==> src/rtl/yuv_pkg.sv <==
// yuv_pkg: shared phase type, widths, defaults and rounding average for the 4:2:2 upsampler
package yuv_pkg;
  localparam int PIX_W = 8;
  localparam int LATENCY_C = 3;
  localparam logic [PIX_W-1:0] NEUTRAL_C_DEF = 8'd128;
  typedef enum logic {EVEN, ODD} phase_t;
  function automatic logic [PIX_W-1:0] avg(input logic [PIX_W-1:0] a, input logic [PIX_W-1:0] b);
    logic [PIX_W:0] s;
    s = {1'b0, a} + {1'b0, b} + {{PIX_W{1'b0}}, 1'b1};
    return s[PIX_W:1];
  endfunction
endpackage

==> src/rtl/yuv422_to_ycbcr444_sync_delay.sv <==
// sync_delay: DEPTH-stage shift register for sync/qualifier bits, async active-low reset to 0
module sync_delay #(
  parameter int DEPTH = 3,
  parameter int WIDTH = 3
) (
  input  logic             clk,
  input  logic             rst_n,
  input  logic [WIDTH-1:0] d,
  output logic [WIDTH-1:0] q
);
  logic [WIDTH-1:0] sr [DEPTH];
  always_ff @(posedge clk or negedge rst_n)
    if (!rst_n) begin
      for (int i = 0; i < DEPTH; i++) sr[i] <= '0;
    end else begin
      sr[0] <= d;
      for (int i = 1; i < DEPTH; i++) sr[i] <= sr[i-1];
    end
  assign q = sr[DEPTH-1];
endmodule

==> src/rtl/yuv422_to_ycbcr444.sv <==
// yuv422_to_ycbcr444: 4:2:2 to 4:4:4 upsampler, 3-clock latency; define CHROMA_INTERP_EN to interpolate Cb on ODD pixels
module yuv422_to_ycbcr444
  import yuv_pkg::*;
#(
  parameter bit               CB_FIRST  = 1'b1,
  parameter logic [PIX_W-1:0] NEUTRAL_C = NEUTRAL_C_DEF,
  localparam int              LATENCY   = LATENCY_C
) (
  input  logic             clk,
  input  logic             rst_n,
  input  logic [15:0]      i_yc_16b,
  input  logic             i_h_sync,
  input  logic             i_v_sync,
  input  logic             i_data_en,
  output logic [PIX_W-1:0] o_y_8b,
  output logic [PIX_W-1:0] o_cb_8b,
  output logic [PIX_W-1:0] o_cr_8b,
  output logic             o_h_sync,
  output logic             o_v_sync,
  output logic             o_data_en
);
  phase_t phase, s1_ph, s2_ph;
  logic s1_de, s2_de;
  logic [PIX_W-1:0] s1_y, s1_c, s2_y, s2_c;
  logic [PIX_W-1:0] mate_c, even_cb, even_cr, odd_cb;
  logic [2:0] sync_q;
  always_ff @(posedge clk or negedge rst_n)
    if (!rst_n) begin
      phase <= EVEN;
      s1_ph <= EVEN;
      s2_ph <= EVEN;
      s1_de <= 1'b0;
      s2_de <= 1'b0;
      s1_y  <= '0;
      s1_c  <= '0;
      s2_y  <= '0;
      s2_c  <= '0;
    end else begin
      phase <= (i_data_en && phase == EVEN) ? ODD : EVEN;
      s1_ph <= phase;
      s1_de <= i_data_en;
      s1_y  <= i_yc_16b[15:8];
      s1_c  <= i_yc_16b[7:0];
      s2_ph <= s1_ph;
      s2_de <= s1_de;
      s2_y  <= s1_y;
      s2_c  <= s1_c;
    end
  // An EVEN pixel in stage 2 sees its ODD partner in stage 1, or nothing if the line ended.
  assign mate_c  = s1_de ? s1_c : NEUTRAL_C;
  assign even_cb = CB_FIRST ? s2_c : mate_c;
  assign even_cr = CB_FIRST ? mate_c : s2_c;
`ifdef CHROMA_INTERP_EN
  logic [PIX_W-1:0] next_cb;
  // ODD pixel: output regs still hold its pair's chroma; Cb of the next pair is in stage 1 or at the input.
  assign next_cb = CB_FIRST ? (s1_de ? s1_c : o_cb_8b)
                            : ((s1_de && i_data_en) ? i_yc_16b[7:0] : o_cb_8b);
  assign odd_cb  = avg(o_cb_8b, next_cb);
`else
  assign odd_cb  = o_cb_8b;
`endif
  always_ff @(posedge clk or negedge rst_n)
    if (!rst_n) begin
      o_y_8b  <= '0;
      o_cb_8b <= '0;
      o_cr_8b <= '0;
    end else begin
      o_y_8b  <= s2_de ? s2_y : '0;
      o_cb_8b <= !s2_de ? '0 : (s2_ph == EVEN) ? even_cb : odd_cb;
      o_cr_8b <= !s2_de ? '0 : (s2_ph == EVEN) ? even_cr : o_cr_8b;
    end
  sync_delay #(.DEPTH(LATENCY), .WIDTH(3)) u_sync (
    .clk  (clk),
    .rst_n(rst_n),
    .d    ({i_h_sync, i_v_sync, i_data_en}),
    .q    (sync_q)
  );
  assign {o_h_sync, o_v_sync, o_data_en} = sync_q;
endmodule

==> config.mk <==
export PLATFORM = sky130hd
export DESIGN_NAME = yuv422_to_ycbcr444
export DESIGN_NICKNAME = d
export VERILOG_FILES = /design/src/rtl/yuv_pkg.sv /design/src/rtl/yuv422_to_ycbcr444_sync_delay.sv /design/src/rtl/yuv422_to_ycbcr444.sv
export SDC_FILE = /design/constraint.sdc
export NUM_CORES = 1
export LEC_CHECK = 0
export BUFFER_PORTS_ARGS = -buffer_cell sky130_fd_sc_hd__buf_2
export CAP_MARGIN = 20
export CORE_ASPECT_RATIO = 1.4
export CORE_MARGIN = 2
export CORE_UTILIZATION = 50
export DETAILED_ROUTE_END_ITERATION = 7
export PLACE_DENSITY = 0.72
export SYNTH_ARGS = -nofsm -noshare
export SYNTH_HDL_FRONTEND = slang
export SYNTH_SLANG_ARGS = --single-unit
export TNS_END_PERCENT = 100
==> constraint.sdc <==
create_clock -name clk -period 1.2 [get_ports clk]
set_input_delay 0.24 -clock clk [delete_from_list [all_inputs] [get_ports clk]]
set_output_delay 0.24 -clock clk [all_outputs]
set_load 0.02 [all_outputs]
### Word level (Yosys, flattened, before mapping)

Cells that the tools add are included.

* bits in registers: 70
* bits in latches: 0
* bits in writable memories: 0
* memory bits (read-only): 0
* input port bits: 21
* output and inout bits: 27
* logic and storage cells: 25
* memories: 0

* add/subtract/negate cells: 0
* multipliers: 0
* divide/modulo/power cells: 0
* magnitude comparators: 0
* eq/ne operators: 1
* shift-type cells: 0
* muxes and demuxes: 7
* bitwise gates (word level): 1
* reductions and logical operators: 1

Operators with widths (count)
* two-way mux 8 bit: 6
* inequality test 2 bit, second input constant: 1
* logical AND 1 bit: 1
* two-way mux 1 bit: 1
* inverter 1 bit: 1

### Longest topological paths before layout

* word-level depth: 3
* mapped depth: 3

### Modules after synthesis

Synthesis repeated with hierarchy kept, for this count alone.

* cell total of the unflattened synthesis: 114
* area, all modules: 2092.0 um^2

Modules (own cells, without submodules)
* yuv422_to_ycbcr444: instances 1, cells each 102, area an instance 1844.3 um^2, sequential area each 1526.5 um^2
* sync_delay: instances 1, cells each 12, area an instance 247.7 um^2, sequential area each 225.2 um^2

### Least setup slack after synthesis

Ideal clock, no wire load.

* path type: register to register
* from: register s2_ph
* to: register o_cr_8b[7]
* library setup time: 120 ps
* arrival time: 957 ps
* required time: 1080 ps
* path slack: 122 ps
* cell stages (with the launch flop): 4
* path buffers: 1
* cells stage by stage: dfrtp_1 buf_6 or3b_1 o211a_1

* word-level cells in the longest chain between the ends: 1

RTL lines
* start: declaration: RTL line yuv422_to_ycbcr444.sv:22 `phase_t phase, s1_ph, s2_ph;`
* start signal: assignment: RTL line yuv422_to_ycbcr444.sv:44 `s2_ph <= s1_ph;`
* inequality test 2 bit (no line)
* end signal: assignment: RTL line yuv422_to_ycbcr444.sv:70 `o_cr_8b <= !s2_de ? '0 : (s2_ph == EVEN) ? even_cr : o_cr_8b;`
* end: declaration: RTL line yuv422_to_ycbcr444.sv:17 `output logic [PIX_W-1:0] o_cr_8b,`

No other way between the ends.
A chain may end at the register's enable or synchronous reset.

### Worst setup path in the final report

* from: register o_cr_8b[7]
* to: output o_cr_8b[7]

No word-level cell between the ends.

==> results.md <==
- Vias in the first global route: 1042
- Top cells by area, synth: dfrtp_1, mux2i_1, a32o_1
- Setup Skew: approximately 0.0042 ns
- Clk sink count: 68
- Worst setup SP type: flip-flop
- Leak pwr: 1.27 nW
- Largest net degree at the start of global routing: 69
- Rel. slew slack: 0.775
- Worst Hold Class: primary input to flip-flop
- Worst-path clk slew: 0.06 ns
- First-pass GRT wire length: approximately 4.9 mm
- Non-Filler Cell Area, Final: 2510 µm²
- Post-CTS Setup Bufs: 0
- Total power: 0.00440 W
- Post-synth EDFFs: 0
- Synth Net Count: 130
- Synth top cells by count: dfrtp_1, and2_1, nor2b_1
- Synth unique cells: 13
- Area leader, netlist: dfrtp_1
- Via count: 1042
- Root buffer cell: clkbuf_8
- GRT overflow: 0
- CTS H-tree depth: 3
- Fin crit share: 0.938
- Pwr Density: 1750 nW/µm²
- Placement Cell Area: 2320 µm²
- Top-area cell type share of the netlist area: 0.843
- Fin crit period: 1.13 ns
- Maximum VDD drop: 1.36 mV
- Crit Path Class: flip-flop to primary output
- Slew @ Worst Pin: 0.338 ns
- N_diodes: 0
- Final Hold Slack: 0.0173 ns
- Placed wire-length estimate: around 2.1 mm
- Initial antenna violation count: 0
- Wire length per cell: around 14 µm
- First-pass DRT Iterations: 4
- Synth-to-Final Area Change: 24.3%
- Asr flop ratio synth: 1.00
- CP bufs+invs: 1
- Family with the most delay on the worst path: flip-flops
- Clk_lat worst skew: 0.32 ns
- Maxcap violations: 0
- Initial core utilization: 0.515
- Buffers on Ports: 47
- Setup Total Neg Slack: 0 ns
- Seq cells post-synth: 68
- Gr usage total: 0.154
- Layout Nets: 188
- Syn Area/Cell: around 19 µm²
- Crit path largest cell delay: 0.40 ns
- Vias/cell: around 4.8
- Die extent in y: between 70 and 80 µm
- Most numerous cell in the Yosys netlist: dfrtp_1
- Register area share after synthesis: 0.843
- WL final: 3.08 mm
- Cells after DPL: 198
- Synthesized area: 2020 µm²
- Yosys warns: 0
- Ys flop type: dfrtp_1
- Crit path DAT: 0.89 ns
- CTS tree: built
- Layout cells sized above 1: 0.372
- Slowest-stage cell, CP: dfrtp_1
- DIE WIDTH: 57.7 µm
- Detail Route Antenna Nets: 0
- CTS Buf Count: 9
- Crit-path cells: buf_2
- DRC violations left: 0
- IO Pins: 48
- Die area: 4570 µm²
- DRT iter0 DRCs: 17
- Req. time, crit path: between 0.9 and 1 ns
- Element type at the critical path end: primary output
- Post-route insts no fill: 215
- # setup viols final: 0
- Max FO, Critical Path: 2
- Clock buffer depth: 2
- Hold Fails Final Rpt: 0
- Unrepaired setup endpoints after global routing: false
- Slew Limit Fails: 0
- RD Place Congestion: 0.705
- Site Rows: 27
- Fmax: ~890 MHz
- Post-Synthesis Cells: between 100 and 150
- Status: finished, final reports clean
- Core area: 3920 µm²
-- layout make-up --
cell class              instances  area [µm²]
clock buffers                  15         176
clock inverters                 1        5.00
fillers                       299        1410
inverters                       1        3.75
multi-input cells              36         289
flip-flops and latches         68        1700
well taps                      43        53.8
repair buffers                 51         280
-- where the power goes --
part           internal (W)  switching [W]
Clock              0.000919       0.000726
Combinational      0.000115       0.000179
Sequential          0.00241      0.0000478
Total               0.00345       0.000953
-- repair_timing --
| item | 4_1_cts | 5_1_grt |
|---|---|---|
| resized for setup | 0 | 0 |
| hold endpoints to repair | 68 | 0 |
| hold buffers | 1 | 0 |
-- path summary, 6_finish.rpt --
kind | endpoint | cells after the start | slack [ns] | start
min in group asynchronous | o_cr_8b[4] | 3 | 0.46 | rst_n
worst min register to register | s2_y[7] | 0 | 0.35 | s1_y[7]
worst max-delay path | o_cr_8b[7] | 1 | 0.07 | o_cr_8b[7]
worst min-delay path | s1_y[3] | 1 | 0.02 | i_yc_16b[11]
max in group asynchronous | s2_y[1] | 3 | 0.47 | rst_n
worst max register to register | o_cr_8b[6] | 2 | 0.16 | u_sync.sr[6]
-- metal layers --
| metal | up-vias | global-route usage | routed length (µm) |
|---|---|---|---|
| met2 | 35 | 0.230 | 1560 |
| li1 | 478 | - | - |
| met4 | 0 | 0.0977 | 83 |
| met3 | 8 | 0.0603 | 174 |
| met5 | - | 0 | 0 |
| met1 | 521 | 0.185 | 1260 |
-- cell usage in the layout, fill, tap and decap left out --
| master | instances |
|---|---|
| a32o_1 | 7 |
| and2_1 | 9 |
| and2_2 | 1 |
| buf_12 | 1 |
| buf_2 | 47 |
| buf_4 | 2 |
| clkbuf_1 | 3 |
| clkbuf_8 | 12 |
| clkinv_2 | 1 |
| dfrtp_1 | 68 |
| dlygate4sd3_1 | 1 |
| inv_1 | 1 |
| mux2i_1 | 8 |
| nor2b_1 | 9 |
| o211a_1 | 1 |
| or3b_1 | 1 |
-- logic make-up (layout without fill, tap and decap cells) --
logic type             Yosys count  in the layout  synth area share
DFF                             68             68             0.843
and+or+nand+nor                 20             20            0.0638
AOI/OAI and AO/OA                8              8            0.0397
buffers and inverters            5             68            0.0142
muxes                            8              8            0.0397
-- per-stage QoR --
stage               setup slack [ns]  utilization
floorplan                      0.122            -
global placement               0.225        0.592
detailed placement             0.185        0.592
CTS                           0.0625        0.640
global route                  0.0400        0.640
finish                        0.0740        0.640
-- flip-flops by register name (all words and copies together), names as in the netlist --
name	flops
even_cb	8
o_cb_8b	8
o_cr_8b	8
o_y_8b	8
s1_c	8
s1_y	8
s2_y	8
u_sync.sr	6
u_sync.q	3
phase	1
s1_ph	1
s2_ph	1
No activity file was read; power rests on OpenSTA's default activity.
